--- src/rtl/funcionalidade_pkg.sv ---
`default_nettype none
// ============================================================================
//  Module      : funcionalidade_pkg
//  Description : Shared mode encodings and counter-width helper for the
//                functionality multiplexer.
//  Revision    : 1.0 - initial release
// ============================================================================
package funcionalidade_pkg;

    localparam logic MODO_OU = 1'b0;
    localparam logic MODO_E  = 1'b1;

    // Counter must represent 0..HOLD; guard against degenerate HOLD values.
    function automatic int largura_cnt(input int hold);
        if (hold < 1) begin
            return 1;
        end
        return $clog2(hold + 1);
    endfunction

endpackage
`default_nettype wire

--- src/rtl/filtro_persistencia.sv ---
`default_nettype none
// ============================================================================
//  Module      : filtro_persistencia
//  Description : Persistence filter; q follows d only after d has differed
//                from q for HOLD consecutive cycles, with a change pulse.
//  Revision    : 1.0 - initial release
// ============================================================================
module filtro_persistencia
    import funcionalidade_pkg::*;
#(
    parameter int HOLD = 4
) (
    input  logic clk,
    input  logic reset,
    input  logic clr,
    input  logic d,
    output logic q,
    output logic pulso
);

    localparam int CNT_W = largura_cnt(HOLD);
    localparam logic [CNT_W-1:0] C_CNT_MAX = CNT_W'(HOLD - 1);

    logic [CNT_W-1:0] cnt_q, cnt_d;
    logic             q_q, q_d;
    logic             pulso_q, pulso_d;

    always_comb begin
        cnt_d   = cnt_q;
        q_d     = q_q;
        pulso_d = 1'b0;
        // A clear restarts qualification and freezes q, even on the qualifying cycle.
        if (clr) begin
            cnt_d = '0;
        end else if (d == q_q) begin
            cnt_d = '0;
        end else if (cnt_q == C_CNT_MAX) begin
            q_d     = d;
            pulso_d = 1'b1;
            cnt_d   = '0;
        end else begin
            cnt_d = cnt_q + 1'b1;
        end
    end

    always_ff @(posedge clk) begin
        if (reset) begin
            cnt_q   <= '0;
            q_q     <= 1'b0;
            pulso_q <= 1'b0;
        end else begin
            cnt_q   <= cnt_d;
            q_q     <= q_d;
            pulso_q <= pulso_d;
        end
    end

    assign q     = q_q;
    assign pulso = pulso_q;

endmodule
`default_nettype wire

--- src/rtl/multiplexador_funcionalidade_n.sv ---
`default_nettype none
// ============================================================================
//  Module      : multiplexador_funcionalidade_n
//  Description : N-channel masked OR/AND combiner with programmable mask/mode
//                registers and a persistence-filtered registered output.
//  Revision    : 1.0 - initial release
// ============================================================================
module multiplexador_funcionalidade_n
    import funcionalidade_pkg::*;
#(
    parameter int           N          = 2,
    parameter int           HOLD       = 4,
    parameter logic [N-1:0] RESET_MASK = '0
) (
    input  logic         clk,
    input  logic         reset,
    input  logic         load,
    input  logic [N-1:0] mask_in,
    input  logic         modo_in,
    input  logic [N-1:0] entradas,
    output logic         S,
    output logic         mudou,
    output logic [N-1:0] mask_q,
    output logic         modo_q
);

    logic [N-1:0] mask_r_q, mask_r_d;
    logic         modo_r_q, modo_r_d;
    logic         bruto;

    always_comb begin
        mask_r_d = mask_r_q;
        modo_r_d = modo_r_q;
        if (load) begin
            mask_r_d = mask_in;
            modo_r_d = modo_in;
        end
    end

    always_ff @(posedge clk) begin
        if (reset) begin
            mask_r_q <= RESET_MASK;
            modo_r_q <= MODO_OU;
        end else begin
            mask_r_q <= mask_r_d;
            modo_r_q <= modo_r_d;
        end
    end

    // An empty mask yields 0 in both modes; unmasked channels count as 1 for AND.
    always_comb begin
        bruto = 1'b0;
        if (mask_r_q != '0) begin
            if (modo_r_q == MODO_E) begin
                bruto = &(entradas | ~mask_r_q);
            end else begin
                bruto = |(mask_r_q & entradas);
            end
        end
    end

    filtro_persistencia #(
        .HOLD (HOLD)
    ) u_filtro (
        .clk   (clk),
        .reset (reset),
        .clr   (load),
        .d     (bruto),
        .q     (S),
        .pulso (mudou)
    );

    assign mask_q = mask_r_q;
    assign modo_q = modo_r_q;

endmodule
`default_nettype wire

--- config.mk ---
export PLATFORM = sky130hd
export DESIGN_NAME = multiplexador_funcionalidade_n
export DESIGN_NICKNAME = d
export VERILOG_FILES = /design/src/rtl/funcionalidade_pkg.sv /design/src/rtl/filtro_persistencia.sv /design/src/rtl/multiplexador_funcionalidade_n.sv
export SDC_FILE = /design/constraint.sdc
export NUM_CORES = 1
export LEC_CHECK = 0
export ABC_CLOCK_PERIOD_IN_PS = 1800
export CORE_UTILIZATION = 30
export DETAILED_ROUTE_END_ITERATION = 12
export GPL_ROUTABILITY_DRIVEN = 0
export PLACE_DENSITY = 0.6
export SYNTH_ARGS = -nofsm -noshare
export SYNTH_HDL_FRONTEND = slang
export SYNTH_SLANG_ARGS = --single-unit
--- constraint.sdc ---
create_clock -name clk -period 1.8 [get_ports clk]
set_input_delay 0.18 -clock clk [delete_from_list [all_inputs] [get_ports clk]]
set_output_delay 0.18 -clock clk [all_outputs]
set_load 0.005 [all_outputs]
==> metrics.log, run 1 <==
[metrics] detailed placement HPWL: between 500 and 600 µm
[metrics] final core utilization: 0.4539
[metrics] clk_skew: ~0.00061 ns
[metrics] commonest cells after routing, fill and taps aside: sky130_fd_sc_hd__clkdlybuf4s50_1 (12), sky130_fd_sc_hd__dfxtp_1 (8), sky130_fd_sc_hd__nor2_1 (7)
[metrics] status: finished, final reports clean
[metrics] diode count: 0
[metrics] reported leakage power: 0.2368 nW
[metrics] Core ar.: 1318 µm²
[metrics] sequential area share after synthesis: 0.3689
[metrics] Data arrival, critical path: approximately 1.3 ns
[metrics] non-filler cells, final: 72
[metrics] instance count after placement with tap cells included: 69
[metrics] number of nets in the finished design: 69
[metrics] violation count after the first detailed-routing iteration: 4
[metrics] Die Width: 40.04 µm
[metrics] post-layout min period: between 1 and 1.5 ns
[metrics] DR vias: 354
[metrics] required time of the critical path: between 1.5 and 2 ns
[metrics] Worst Path Class, Setup: register to output port
[metrics] Top-Level Pins: 13
[metrics] setup slack after placement: between 0.2 and 0.25 ns
[metrics] Crit. End Element: output port
[metrics] largest net degree at the start of global routing: 11
[metrics] Worst path top cell family by delay: buffers and inverters
[metrics] count of cells resized by post-cts repair: 0
[metrics] Yosys reg bits: 8
[metrics] count of yosys warnings during synthesis: 0
[metrics] fin crit share: 0.8130
[metrics] Cell Rows: 13
[metrics] Congestion Overflow GR: 0
[metrics] most used flip-flop cell after synthesis: sky130_fd_sc_hd__dfxtp_1
[metrics] number of buffer cells added on primary ports: 12
[metrics] clock-pin slew on the worst setup and hold paths: 0.06 ns
[metrics] Final Worst Setup Slack: between 0.3 and 0.4 ns
[metrics] maximum buffer depth of the clock tree: 2
[metrics] cells along the critical path: clkdlybuf4s50_1
[metrics] initial standard-cell utilization of the core: 0.3295
[metrics] Total Neg Setup Slack: 0 ns
[metrics] peak ir drop on the vdd network: 329.3 µV
[metrics] pwr/cell area: 659.5 nW/µm²
[metrics] Worst path max stage delay: 0.56 ns
[metrics] clock latency on the worst-skew pair: about 0.25 ns
[metrics] Post-Synthesis Cells: 43
[metrics] number of global-route vias before repair: 326
[metrics] root buf cell: sky130_fd_sc_hd__clkbuf_4
[metrics] final hold slack: roughly 0.54 ns
[metrics] TritonRoute pass-1 iters: 4
[metrics] critical-path cell with the highest stage delay: sky130_fd_sc_hd__clkdlybuf4s50_1
[metrics] post-layout power: 0.3944 mW
[metrics] most common cell after layout, fill and taps aside: sky130_fd_sc_hd__clkdlybuf4s50_1
[metrics] TritonCTS clock tree: done
[metrics] deepest level of the CTS H-tree: 1
[metrics] CTS Hold Bufs: 0
[metrics] Die Outline Area: ~1600 µm²
[metrics] Hold/Removal Path Class: input pin to register
[metrics] mapped cell area: 434.2 µm²
[metrics] final routed DRC violation total: 0
[metrics] max-slew headroom at the worst pin: 0.8096
[metrics] via density per instance: 4.917
[metrics] highest achievable clock rate: 0.6833 GHz
[metrics] slew at the pin closest to its max-slew limit: 0.2855 ns
[metrics] Final Cell Area: 598.1 µm²
[metrics] cell area after placement: 575.6 µm²
[metrics] total count of max-transition violations in the final report: 0
[metrics] number of buffers added for setup after CTS: 0
[metrics] antenna viol nets, final: 0
[metrics] startpoint kind of the worst setup timing path: register
[metrics] number of different library cells in the post-synthesis netlist: 19
[metrics] synthesis-to-finish area growth: 37.75%
[metrics] detailed-route wire length: 770 µm
[metrics] overall global routing resource usage: 0.1326
[metrics] proportion of synthesized flip-flops having asynchronous set or reset: 0
[metrics] antenna violations before repair: 0
[metrics] height of the chip: approximately 40 µm
[metrics] net count of the mapped netlist: 53
[metrics] layout cells sized above 1: 0.1579
[metrics] Hold Violations, Final: 0
[metrics] count of max-cap constraint violations: 0
[metrics] clock sinks: 8
[metrics] mean instance size in the synthesized netlist: 10.10 µm²
[metrics] number of flops mapped to enable cells by yosys: 0
[metrics] Worst Path Buf+Inv: 1
[metrics] routed length per instance: 10.69 µm
[metrics] total clock buffers created by CTS: 3
[metrics] RSZ-0062 raised after global routing: no
[metrics] global-route wire length before repair: 1.317 mm
[metrics] final setup violation count: 0
[metrics] maximum fanout along the worst path: 10
[layer usage]
metal / share of wire / vias up / wire [µm] / global-route usage
met1: 0.46 / 154 / 355 / 0.1405
met5: 0 / - / 0 / 0
li1: - / 185 / - / -
met4: 0.012 / 0 / 9 / 0.05172
met3: 0.070 / 2 / 54 / 0.08333
met2: 0.45 / 13 / 350 / 0.2097
[power by group]
group          switching [mW]  internal (mW)  total (mW)
logic                  0.0233         0.0431      0.0664
registers             0.00576          0.183       0.188
clock network          0.0631         0.0765       0.140
total                  0.0922          0.302       0.394
[path summary, 6_finish.rpt]
check / endpoint / slack (ns) / start / depth (start not counted)
min: mask_q[1] / 0.54 / mask_in[1] / 3
max: S / 0.34 / u_filtro.q / 1
min reg2reg: modo_q / 0.55 / modo_q / 2
max reg2reg: u_filtro.q / 0.43 / u_filtro.cnt_q[0] / 5
[final cells by class]
class	count	area (µm²)
Tap cell	15	18.77
Multi-Input combinational cell	31	257.7
Sequential cell	8	160.2
Fill cell	133	719.4
Inverter	1	3.754
Timing Repair Buffer	14	135.1
Clock buffer	3	22.52
[cells in the mapped netlist (all sizes together), types with 2 or more instances]
library cell / n / area share
nor4: 2 / 0.029
ha: 2 / 0.058
mux2: 2 / 0.069
nand3: 2 / 0.023
buf: 3 / 0.029
nor2b: 3 / 0.061
nor4b: 2 / 0.040
dfxtp: 8 / 0.37
mux2i: 5 / 0.12
nor2: 7 / 0.061
[state kept, by name, summed over array words and instances (netlist names)]
signal / cells
modo_q: 1
u_filtro.pulso: 1
mask_q: 2
u_filtro.q: 1
u_filtro.cnt_q: 3
[logic make-up after synthesis]
logic type | count (synthesis) | synth area share
flops | 8 | 0.3689
compound gates | 3 | 0.08646
simple gates | 19 | 0.2652
fa+ha+maj | 2 | 0.05763
buf+inv | 4 | 0.03745
mux | 7 | 0.1844
[worst register-to-register path, cell delays in order, from the launching register on]
cell	delay [ns]
sky130_fd_sc_hd__dfxtp_1	0.36
sky130_fd_sc_hd__ha_1	0.16
sky130_fd_sc_hd__ha_1	0.31
sky130_fd_sc_hd__nor2b_1	0.21
sky130_fd_sc_hd__nor2_1	0.05
sky130_fd_sc_hd__a211oi_1	0.19
(Power assumes the default switching activity.)
==> run 2: changes to the inputs <==
Settings changed: ABC_CLOCK_PERIOD_IN_PS 1800 to 1390.
Clock period 1.8 ns to 1.39 ns, I/O delays scaled along.
==> metrics.log, run 2 (synthesis results as in run 1) <==
[metrics] root buf cell: sky130_fd_sc_hd__clkbuf_4 (unchanged)
[metrics] critical-path cell with the highest stage delay: sky130_fd_sc_hd__dfxtp_1 (was sky130_fd_sc_hd__clkdlybuf4s50_1)
[metrics] Sw Share: 0.2274 (was 0.2337)
[metrics] clock-pin slew on the worst setup and hold paths: 0.05 ns (was 0.06 ns)
[metrics] fin crit share: 0.9565
[metrics] Final Worst Setup Slack: 0.06043 ns (was 0.3365 ns)
[metrics] proportion of power drawn by the clock network: 0.341 (was 0.354)
[metrics] count of cells resized by post-cts repair: 1 (was 0)
[metrics] clock latency on the worst-skew pair: 0.25 ns (about the same)
[metrics] height of the chip: 40.04 µm (unchanged)
[metrics] number of flip-flops under the largest register name: 3 (unchanged)
[metrics] Core ar.: 1318 µm² (unchanged)
[metrics] number of buffers added for setup after CTS: 0 (unchanged)
[metrics] Die Width: 40.04 µm (unchanged)
[metrics] maximum fanout along the worst path: 3 (was 10)
[metrics] slew at the pin closest to its max-slew limit: 0.2865 ns (was 0.2855 ns)
[metrics] violation count after the first detailed-routing iteration: 4 (unchanged)
[metrics] final setup violation count: 0 (unchanged)
[metrics] count of max-cap constraint violations: 0 (unchanged)
[metrics] Internal Dissipation: 0.3958 mW (was 0.3023 mW)
[metrics] initial standard-cell utilization of the core: 0.3295 (unchanged)
[metrics] setup slack after placement: -0.1370 ns (was 0.2147 ns)
[metrics] clock sinks: 8 (unchanged)
[metrics] Hold/Removal Path Class: input pin to register (unchanged)
[metrics] commonest cells after routing, fill and taps aside: sky130_fd_sc_hd__clkdlybuf4s50_1 (12), sky130_fd_sc_hd__nor2_1 (7), sky130_fd_sc_hd__dfxtp_1 (7) (was sky130_fd_sc_hd__clkdlybuf4s50_1 (12), sky130_fd_sc_hd__dfxtp_1 (8), sky130_fd_sc_hd__nor2_1 (7))
[metrics] CTS Hold Bufs: 0 (unchanged)
[metrics] clk_skew: 0.001584 ns (was 0.0006121 ns)
[metrics] fraction of power consumed by sequential logic: 0.477 (was 0.478)
[metrics] final hold slack: 0.5016 ns (was 0.5382 ns)
[metrics] diode count: 0 (unchanged)
[metrics] RSZ-0062 raised after global routing: yes (was no)
[metrics] detailed placement HPWL: 600.5 µm (was 583.1 µm)
[metrics] global-route wire length before repair: 1.317 mm (unchanged)
[metrics] number of nets in the finished design: 71 (was 69)
[metrics] worst reg2reg path startpoint: u_filtro.cnt_q[0] (unchanged)
[metrics] Worst Path Buf+Inv: 0 (was 1)
[metrics] number of global-route vias before repair: 340 (was 326)
[metrics] TritonCTS clock tree: done (unchanged)
[metrics] Worst path max stage delay: 0.36 ns (was 0.56 ns)
[metrics] antenna violations before repair: 0 (unchanged)
[metrics] post-layout power: 0.5123 mW (was 0.3944 mW)
[metrics] via density per instance: 4.865 (was 4.917)
[metrics] total count of max-transition violations in the final report: 0 (unchanged)
[metrics] Worst Path Class, Setup: register to register (was register to output port)
[metrics] cell area after placement: 590.6 µm² (was 575.6 µm²)
[metrics] final core utilization: 0.4796 (was 0.4539)
[metrics] cells along the critical path: ha_1 -> ha_2 -> nor4_1 -> mux2_4 (was clkdlybuf4s50_1)
[metrics] startpoint kind of the worst setup timing path: register (unchanged)
[metrics] highest achievable clock rate: 0.7521 GHz
[metrics] deepest level of the CTS H-tree: 1 (unchanged)
[metrics] maximum buffer depth of the clock tree: 2 (unchanged)
[metrics] Congestion Overflow GR: 0 (unchanged)
[metrics] startpoint of the most critical hold path: mask_in[0] (was mask_in[1])
[metrics] total clock buffers created by CTS: 3 (unchanged)
[metrics] routed length per instance: 10.59 µm (was 10.69 µm)
[metrics] Die Outline Area: 1603 µm² (unchanged)
[metrics] number of buffer cells added on primary ports: 12 (unchanged)
[metrics] layout cells sized above 1: 0.2373 (was 0.1579)
[metrics] relative contribution of combinational cells to total power: 0.183 (was 0.168)
[metrics] peak ir drop on the vdd network: 357.9 µV (was 329.3 µV)
[metrics] Switch Pwr: 0.1165 mW (was 0.09219 mW)
[metrics] Top-Level Pins: 13 (unchanged)
[metrics] post-layout min period: around 1.3 ns
[metrics] critical path launch point: u_filtro.cnt_q[0] (was u_filtro.q)
[metrics] Cell Rows: 13 (unchanged)
[metrics] largest reg by FF count: u_filtro.cnt_q (unchanged)
[metrics] antenna viol nets, final: 0 (unchanged)
[metrics] overall global routing resource usage: 0.1247 (was 0.1326)
[metrics] TritonRoute pass-1 iters: 4 (unchanged)
[metrics] pwr/cell area: 810.8 nW/µm² (was 659.5 nW/µm²)
[metrics] detailed-route wire length: 784 µm (was 770 µm)
[metrics] most common cell after layout, fill and taps aside: sky130_fd_sc_hd__clkdlybuf4s50_1 (unchanged)
[metrics] final routed DRC violation total: 0 (unchanged)
[metrics] DR vias: 360 (was 354)
[metrics] Worst path top cell family by delay: adder cells (was buffers and inverters)
[metrics] Data arrival, critical path: 1.53 ns (was 1.28 ns)
[metrics] status: finished, final reports clean (unchanged)
[metrics] required time of the critical path: 1.59 ns (was 1.62 ns)
[metrics] Hold Violations, Final: 0 (unchanged)
[metrics] Final Cell Area: 631.9 µm² (was 598.1 µm²)
[metrics] synthesis-to-finish area growth: 45.53% (was 37.75%)
[metrics] reported leakage power: 0.2463 nW (was 0.2368 nW)
[metrics] largest net degree at the start of global routing: 11 (unchanged)
[metrics] max-slew headroom at the worst pin: 0.8063 (was 0.8096)
[metrics] Crit. End Element: register (was output port)
## run 2: final timing paths
kind,slack (ns),endpoint,depth (start not counted)
max,0.06,u_filtro.cnt_q[2],4
min,0.50,mask_q[0],3
max reg2reg,0.06,u_filtro.cnt_q[2],4
min reg2reg,0.54,modo_q,2
## run 2: worst reg2reg max path, cell delays in order, from the launching register on
cell	delay (ns)
sky130_fd_sc_hd__dfxtp_1	0.36
sky130_fd_sc_hd__ha_1	0.17
sky130_fd_sc_hd__ha_2	0.29
sky130_fd_sc_hd__nor4_1	0.27
sky130_fd_sc_hd__mux2_4	0.19
## run 2: final cells by class
type	count	area (µm²)
Timing Repair Buffer	16	150.1
Multi-Input combinational cell	31	275.3
Tap cell	15	18.77
Clock buffer	3	22.52
Fill cell	133	685.7
Inverter	1	3.754
Sequential cell	8	161.4
## run 2: power groups by stage
stage	clock, mW	combinational (mW)	sequential (mW)
5_1_grt	0.196	0.101	0.245
6_report	0.175	0.0936	0.244
3_3_place_gp	0	0.0919	0.249
3_5_place_dp	0	0.0927	0.249
2_1_floorplan	0	0.0459	0.248
4_1_cts	0.184	0.0929	0.244
## run 2: per-layer routing
layer | wire length [µm] | track usage | up-vias
met5 | 0 | 0 | -
met4 | 0 | 0.07759 | 0
met3 | 43 | 0.03333 | 0
met2 | 358 | 0.1855 | 11
met1 | 382 | 0.1577 | 160
li1 | - | - | 189
## run 2: metrics by stage
step,setup TNS [ns],std cells
finish,0,74
CTS,0,74
floorplan,0,43
detailed placement,-0.4673,71
global placement,-0.4513,71
global route,-0.02679,74
